`config.mk`:
```
export PLATFORM = sky130hd
export DESIGN_NAME = pwm
export DESIGN_NICKNAME = d
export VERILOG_FILES = /design/src/rtl/pwm.sv
export SDC_FILE = /design/constraint.sdc
export NUM_CORES = 1
export LEC_CHECK = 0
export CAP_MARGIN = 20
export CORE_MARGIN = 2
export CORE_UTILIZATION = 45
export CTS_CLUSTER_DIAMETER = 200
export DETAILED_ROUTE_END_ITERATION = 8
export PLACE_DENSITY = 0.73
export SETUP_SLACK_MARGIN = 0.05
export SLEW_MARGIN = 10
export SYNTH_ARGS = -nofsm -noshare
export SYNTH_HDL_FRONTEND = slang
export SYNTH_SLANG_ARGS = --single-unit
```
`constraint.sdc`:
```
create_clock -name clk -period 3.5 [get_ports clk]
set_input_delay 0.875 -clock clk [delete_from_list [all_inputs] [get_ports clk]]
set_output_delay 0.875 -clock clk [all_outputs]
set_load 0.02 [all_outputs]
```
`src/rtl/pwm.sv`:
```
// Fixed-frequency 11-bit PWM: 2048-clock frame, output high for duty_q clocks
// at the start of each frame, duty shadowed only at the frame boundary.
module pwm (
  input  logic        clk,
  input  logic        rst_n,      // synchronous, active-high despite the name
  input  logic [10:0] duty,
  output logic        PWM_sig,
  output logic        PWM_synch
);

  localparam logic [10:0] CNT_LAST = 11'h7FF;

  logic [10:0] cnt_r;
  logic [10:0] duty_q_r;
  logic        pwm_sig_r;
  logic        last_s;

  // Decode the final cycle of the frame from registered state only.
  always_comb begin
    last_s = 1'b0;
    if (cnt_r == CNT_LAST) begin
      last_s = 1'b1;
    end else begin
      last_s = 1'b0;
    end
  end

  // Free-running frame counter; wraps 2047 -> 0 with no stall.
  always_ff @(posedge clk) begin
    if (rst_n) begin
      cnt_r <= 11'd0;
    end else begin
      cnt_r <= cnt_r + 11'd1;
    end
  end

  // Shadow duty: tracks the input while in reset, otherwise reloads only on
  // the last cycle of a frame so mid-frame changes never truncate a pulse.
  always_ff @(posedge clk) begin
    if (rst_n) begin
      duty_q_r <= duty;
    end else if (last_s) begin
      duty_q_r <= duty;
    end else begin
      duty_q_r <= duty_q_r;
    end
  end

  // Registered PWM output; on the last cycle cnt_r is 2047, which can never
  // be below an 11-bit duty, so every frame ends with at least one low clock.
  always_ff @(posedge clk) begin
    if (rst_n) begin
      pwm_sig_r <= 1'b0;
    end else begin
      pwm_sig_r <= (cnt_r < duty_q_r);
    end
  end

  assign PWM_sig   = pwm_sig_r;
  assign PWM_synch = last_s;

endmodule

```
==> results.cfg <==
[grt]
grt_overflow = 0
grt_start_max_net_pins = 14
grt_pass1_vias = 606
grt_antenna_before_repair = 0
grt_usage_pct = 13.9
grt_pass1_wl_microns = 2630

[sta]
slew_headroom_pct = 69.5
timing.final.crit_period_ns = 3.03
fmax_ghz = 0.330
setup-violations-final = 0
clock_skew_ns = 0.00113
period_share_pct = 86.6
hold_viol = 0
tightest_slew_ns = 0.456
tns_ns = 0
slew_violations = 0
rsz0062_at_grt = false

[setup_path]
required_ns = 2.62
cp_slowest_stage_delay_ns = 0.60
r2r-start = cnt_r[0]$_SDFF_PP0_
rr_worst_depth = 5
path_cells = ha_1 > and4_4 > nor3b_2 > and2_1 > clkdlybuf4s50_1
crit_type = reg2out
r2r_slack_ns = 1.69
worstPathMaxFanout = 5
slowest_stage = clkdlybuf4s50_1
cp.arrival_ns = 2.16
cp-start-kind = register
rr_endpoint = duty_q_r[0]$_DFFE_PP_
endpoint_kind = primary output

[clock_network]
clockBufferDepth = 2
cts_resized = 0
postCtsSetupRepairBufs = 0
cts-root-buf = clkbuf_4
htreeDepth = 1
clkSinkCount = 23
path_clk_slew_ns = 0.12
clock_latency_ns = 0.31
cts_hold_buf = 0
numCtsBuffers = 3
cts_tree = built

[routing]
vias = 684
wirelength_microns = 1490
route.antenna.remaining_nets = 0
firstDrtPassIters = 3
routed_via_density = 4.96
wl_per_cell_microns = 10.8
drcViolationCount = 0
drt_iter0_markers = 5

[worst_hold_path]
worstHoldStart = cnt_r[0]$_SDFF_PP0_
min_path_type = reg2reg
min_to = cnt_r[0]$_SDFF_PP0_
hold_depth = 1

[pwr]
seqPwrFrac_pct = 64.9
powerDensity_mw_per_mm2 = 368
clkPwrFrac_pct = 25.7
ir_drop_uv = 327
power.leakage_nw = 0.520
switching_share_pct = 21.9
power_frac_comb_pct = 9.4
p_int_mw = 0.365
switchingPower_mw = 0.102

[logic_synthesis]
ys_seq_area_share_pct = 53.3
ys_seq_elements = 23
syn_inst = 93
synth_nets = 117
async_flop_share_pct = 0
ys_types = 27
syn_avg_cell_area_sq_um = 11.5
synth_edf_count = 11
synth_ff_type = dfxtp_1
netlist_area_sq_mm = 0.00107
yosys_warnings = 0

[finish]
antennaDiodeCount = 0
post-route-util_pct = 56.8
layout-drive-gt1-share_pct = 9.09
area_growth_pct = 18.6
final_cell_mix = clkdlybuf4s50_1 (14), dfxtp_1 (12), inv_1 (11), ha_1 (11), edfxtp_1 (11)
final_common_cell = clkdlybuf4s50_1
nets = 135

[status]
status = finished clean

[placement]
port_buffers = 14
gp_congestion = 0.780
hpwl_microns = 1140

[floorplan]
core_area_sq_mm = 0.00223
rows = 17
dieArea_sq_mm = 0.00278
chipHeight_microns = 52.8
io_pins = 15
initial_core_util_pct = 47.9
die_w_microns = 52.8

[flow_run]
cap_violations = 0
critical path, delay by kind of cell, from the launching register on:
kind	cells	cell delay (ns)
adder cells (fa/ha/maj)	1	0.23
buffers and inverters	1	0.60
flip-flops	1	0.41
AND/OR/NAND/NOR	3	0.60
worst max-delay path by stage:
| stage | from | depth (start not counted) | slack [ns] | endpoint |
|---|---|---|---|---|
| final | cnt_r[0]$_SDFF_PP0_ | 5 | 0.47 | PWM_synch |
| after detailed placement | cnt_r[0]$_SDFF_PP0_ | 5 | 0.81 | PWM_synch |
| after global placement | cnt_r[0]$_SDFF_PP0_ | 5 | 0.84 | PWM_synch |
| after global routing | cnt_r[0]$_SDFF_PP0_ | 5 | 0.30 | PWM_synch |
| after CTS | cnt_r[0]$_SDFF_PP0_ | 5 | 0.44 | PWM_synch |
| after floorplan | cnt_r[0]$_SDFF_PP0_ | 4 | 1.40 | PWM_synch |
layout make-up:
cell class | instances | area [sq um]
flip-flops and latches | 23 | 571
clock inverters | 1 | 5.00
fillers | 190 | 965
inverters | 11 | 41.3
clock buffers | 3 | 22.5
well taps | 28 | 35.0
multi-input cells | 58 | 454
repair buffers | 14 | 140
cell usage after synthesis (3+ instances only):
master / instances / area (sq um)
dfxtp_1: 12 / 240
edfxtp_1: 11 / 330
ha_1: 11 / 138
inv_1: 11 / 41.3
nand2_1: 3 / 11.3
nand3_1: 3 / 15.0
nor2_1: 10 / 37.5
xnor2_1: 4 / 35.0
xor2_1: 4 / 35.0
layer usage:
metal  vias up  track usage [%]  share of wire [%]
li1        358                -                  -
met1       311             17.9                 49
met2        11             20.0                 45
met3         4             3.43                3.1
met4         0             10.3                3.2
met5         -                0                  0
power by group through the flow:
stage	clock network [mW]	logic (mW)	registers (mW)
6_report	0.120	0.0440	0.303
5_1_grt	0.139	0.0501	0.305
4_1_cts	0.127	0.0449	0.303
3_5_place_dp	0	0.0443	0.309
3_3_place_gp	0	0.0437	0.309
2_1_floorplan	0	0.0240	0.309
flip-flops by register name, indices dropped and copies added (netlist names):
| signal | flops |
|---|---|
| PWM_sig | 1 |
| cnt_r | 11 |
| duty_q_r | 11 |
through the flow:
stage | cells | hold slack [ns] | setup slack, ns | power (mW) | cell area, sq um
global route | 138 | 0.550 | 0.305 | 0.495 | 1270
detailed placement | 134 | 0.470 | 0.815 | 0.354 | 1240
floorplan | 93 | 0.441 | 1.40 | 0.333 | 1070
CTS | 138 | 0.500 | 0.439 | 0.475 | 1270
finish | 138 | 0.492 | 0.469 | 0.467 | 1270
global placement | 134 | 0.458 | 0.841 | 0.353 | 1240
cell families after synthesis:
kind of cell | count (synthesis) | share of synthesized area, %
DFF | 23 | 53.3
AOI/OAI and AO/OA | 10 | 7.72
adders and majority gates | 11 | 12.9
and+or+nand+nor | 29 | 15.3
buffers and inverters | 12 | 4.21
xor gates and xnor gates | 8 | 6.55
No activity file was read; power rests on OpenSTA's default activity.
==> edit 1, RTL diff (same flow settings) <==
Remove the register `pwm_sig_r`: a continuous assignment takes its place, so the output `PWM_sig` follows one clock earlier.
--- a/src/rtl/pwm.sv
+++ b/src/rtl/pwm.sv
@@ -48,13 +48,7 @@
 
   // Registered PWM output; on the last cycle cnt_r is 2047, which can never
   // be below an 11-bit duty, so every frame ends with at least one low clock.
-  always_ff @(posedge clk) begin
-    if (rst_n) begin
-      pwm_sig_r <= 1'b0;
-    end else begin
-      pwm_sig_r <= (cnt_r < duty_q_r);
-    end
-  end
+  assign pwm_sig_r = (cnt_r < duty_q_r);
 
   assign PWM_sig   = pwm_sig_r;
   assign PWM_synch = last_s;
Formal check against the unedited RTL: not equivalent (a bounded check fails within 4 cycles, from zero or initial values and one cycle with rst_n high).
==> edit 1 against the original RTL <==
- die area is 4.0% lower
- area after synthesis is 4.3% lower
- sequential cell count is 1 lower
- worst setup slack better by 0.019 ns
- routed wire length is 5.2% higher
- total power is 0.41% higher
- final area is 3.0% lower
- sequential power is 4% lower
==> edit 1: results <==
layout:
  multi_input_area_share_pct: 35.1
  drive_above_1_share_pct: 7.34
  fill_cells: 200
  clock_buffers: 4
  inverters: 10
  buf_share_pct: 11.4
  regArea_sq_um: 551
grt:
  met2_usage_pct: 24.8
  grt_use_total_pct: 14.9
  use_met1_pct: 16.9
worst_setup_path:
  critPathTopFamily: "buffers and inverters"
  startpoint: "cnt_r[2]$_SDFF_PP0_"
  cp_max_fo: 6
placement:
  place_worst_setup_slack_ns: 0.839
synthesis:
  synth-main-ff-cell: "edfxtp_1"
  yosysSeqAreaShare_pct: 53.8
  synthAdderAreaFrac_pct: 13.4
  synth.area.top_cells: "edfxtp_1 32%, dfxtp_1 22%, ha_1 13%"
route:
  wl_per_cell_microns: 11.5
  wl_met2_microns: 773
  wl_met1_microns: 710
timing:
  timing.final.crit_share_pct: 86.0
power:
  irDropWorstVdd_uv: 228
  leakage_uw: 0.000526
run_status:
  outcome: "complete, no violations"
clocking:
  clock_sinks: 22
## edit 1: cell types whose count changed in the layout (fill, tap and decap cells not counted), sizes merged, moves of 2 or more
cell / delta
a21oi: +3
nand4: +3
xor2: +3
and3: +2
nand3: +2
o211ai: -2
xnor2: -2
## edit 1: metrics by stage
step / hold slack (ns) / power [uW] / utilization (%) / instances / instance area (sq um)
after floorplan: 0.460 / 317 / - / 92 / 1020
after global placement: 0.504 / 335 / 54.5 / 133 / 1190
after detailed placement: 0.537 / 337 / 54.5 / 133 / 1190
after CTS: 0.562 / 476 / 56.2 / 137 / 1230
after global routing: 0.602 / 489 / 56.2 / 137 / 1230
final: 0.555 / 469 / 56.2 / 137 / 1230
## edit 1: power breakdown
group	internal, uW	total [uW]	switching [uW]	leakage [uW]
clock network	63.5	138	74.6	0.0000210
registers	284	292	7.63	0.000197
logic	22.0	38.8	16.8	0.000308
## edit 1: kinds of logic after synthesis
group           after synthesis
compound gates                8
xor+xnor                      9
fa+ha+maj                    11
buf+inv                      11
flops                        22
simple gates                 31
==> edit 2, RTL diff (same flow settings) <==
Made on the original files. Register the output `PWM_sig` once more; this adds one clock of latency there. The other outputs are not delayed to match.
--- a/src/rtl/pwm.sv
+++ b/src/rtl/pwm.sv
@@ -56,7 +56,9 @@
     end
   end
 
-  assign PWM_sig   = pwm_sig_r;
+  always_ff @(posedge clk) begin
+    PWM_sig <= pwm_sig_r;
+  end
   assign PWM_synch = last_s;
 
 endmodule
Behaviour: not the same (a bounded check fails within 4 cycles, from zero or initial values and one cycle with rst_n high).
==> edit 2 against the original RTL <==
- global-route usage rose by 1.3 points
- routed wire length increased by 8.8%
- final area increased by 1.5%
- cell count grew 0.72%
- non-clock buffer count unchanged
- clock skew is essentially flat
- worst setup slack got worse by 0.0093 ns
- area after synthesis grew 1.9%
- sequential cell count increased by 1
- total power increased by 3.0%
- largest cell class unchanged
- largest power group unchanged
- highest routed layer unchanged
==> edit 2: results <==
timing:
  fin_skew_ns: 0.00131
  relSlewSlack_pct: 66.8
  fin_setup_tns_ns: 0
placement:
  gp_congestion: 0.743
  place_worst_setup_slack_ns: 0.812
  post_dp_cell_area_sq_um: 1260
  dp.cells: 135
  port_buffers: 14
layout:
  drive_above_1_share_pct: 8.11
  design_area_sq_um: 1290
  antenna_cells: 0
  fill_cells: 218
route:
  vias_per_cell: 5.04
  via_count: 701
  drtIter0Drc: 4
  first_pass_iters: 2
  drt_wl_total_mm: 1.63
power:
  leakage_uw: 0.000525
  irDropWorstVdd_uv: 267
clocking:
  cts_resized: 0
  hold_buffers: 0
  clk_pin_slew_ns: 0.12
grt:
  grt_pass1_vias: 709
  grt_pass1_wl_mm: 2.99
  grt_use_total_pct: 15.2
worst_setup_path:
  cp.arrival_ns: 2.17
synthesis:
  syn_inst: 94
  synth.area.top_cells: "edfxtp_1 30%, dfxtp_1 24%, ha_1 13%"
  synth_nets: 118
  yosysSeqAreaShare_pct: 54.2
  ys_top_cells_by_count: "13 x dfxtp_1, 11 x edfxtp_1, 11 x ha_1, 11 x inv_1, 10 x nor2_1"
hold_path:
  min-delay-start: "pwm_sig_r$_SDFF_PP0_"
run_status:
  outcome: "complete, no violations"
edit 2: cell count changes after synthesis:
cell     delta
dfxtp_1     +1
edit 2: area by class of cell:
| class | count | share of cell area, % |
|---|---|---|
| tap | 28 | 2.72 |
| inverter | 11 | 3.21 |
| sequential | 24 | 45.9 |
| clock buffer | 4 | 2.04 |
| multi-input combinational | 58 | 35.3 |
| timing repair buffer | 14 | 10.9 |
edit 2: cells by family (layout without fill, tap and decap cells):
kind of cell / count (synthesis) / count (layout) / share of synthesized area (%)
and+or+nand+nor: 29 / 29 / 15.0
DFF: 24 / 24 / 54.2
buffers and inverters: 12 / 29 / 4.13
adders and majority gates: 11 / 11 / 12.6
AOI/OAI and AO/OA: 10 / 10 / 7.58
xor gates and xnor gates: 8 / 8 / 6.43
edit 2: report_power, final:
part | internal, uW | leakage (uW) | total, uW | switching (uW)
sequential | 308 | 0.000214 | 315 | 6.55
combinational | 26.2 | 0.000297 | 45.9 | 19.7
clock | 44.5 | 0.0000150 | 120 | 75.7
edit 2: path summary, 6_finish.rpt:
check,end,slack (ns),depth (start not counted)
hold reg to reg,PWM_sig$_DFF_P_,0.35,0
hold / removal,PWM_sig$_DFF_P_,0.35,0
setup reg to reg,duty_q_r[5]$_DFFE_PP_,1.69,5
setup / recovery,PWM_synch,0.46,5
edit 2: worst max-delay path: cells and delay by family (launching register included):
family,cells,cell delay [ns]
buffers and inverters,1,0.60
AND/OR/NAND/NOR,3,0.61
flip-flops,1,0.41
adder cells (fa/ha/maj),1,0.23
edit 2: layer usage:
metal	global-route usage, %	part of all wire [%]	wire length, microns
met1	18.4	46	748
met3	3.39	3.4	56
met2	24.5	48	773
met4	8.97	2.8	46
met5	0	0	0
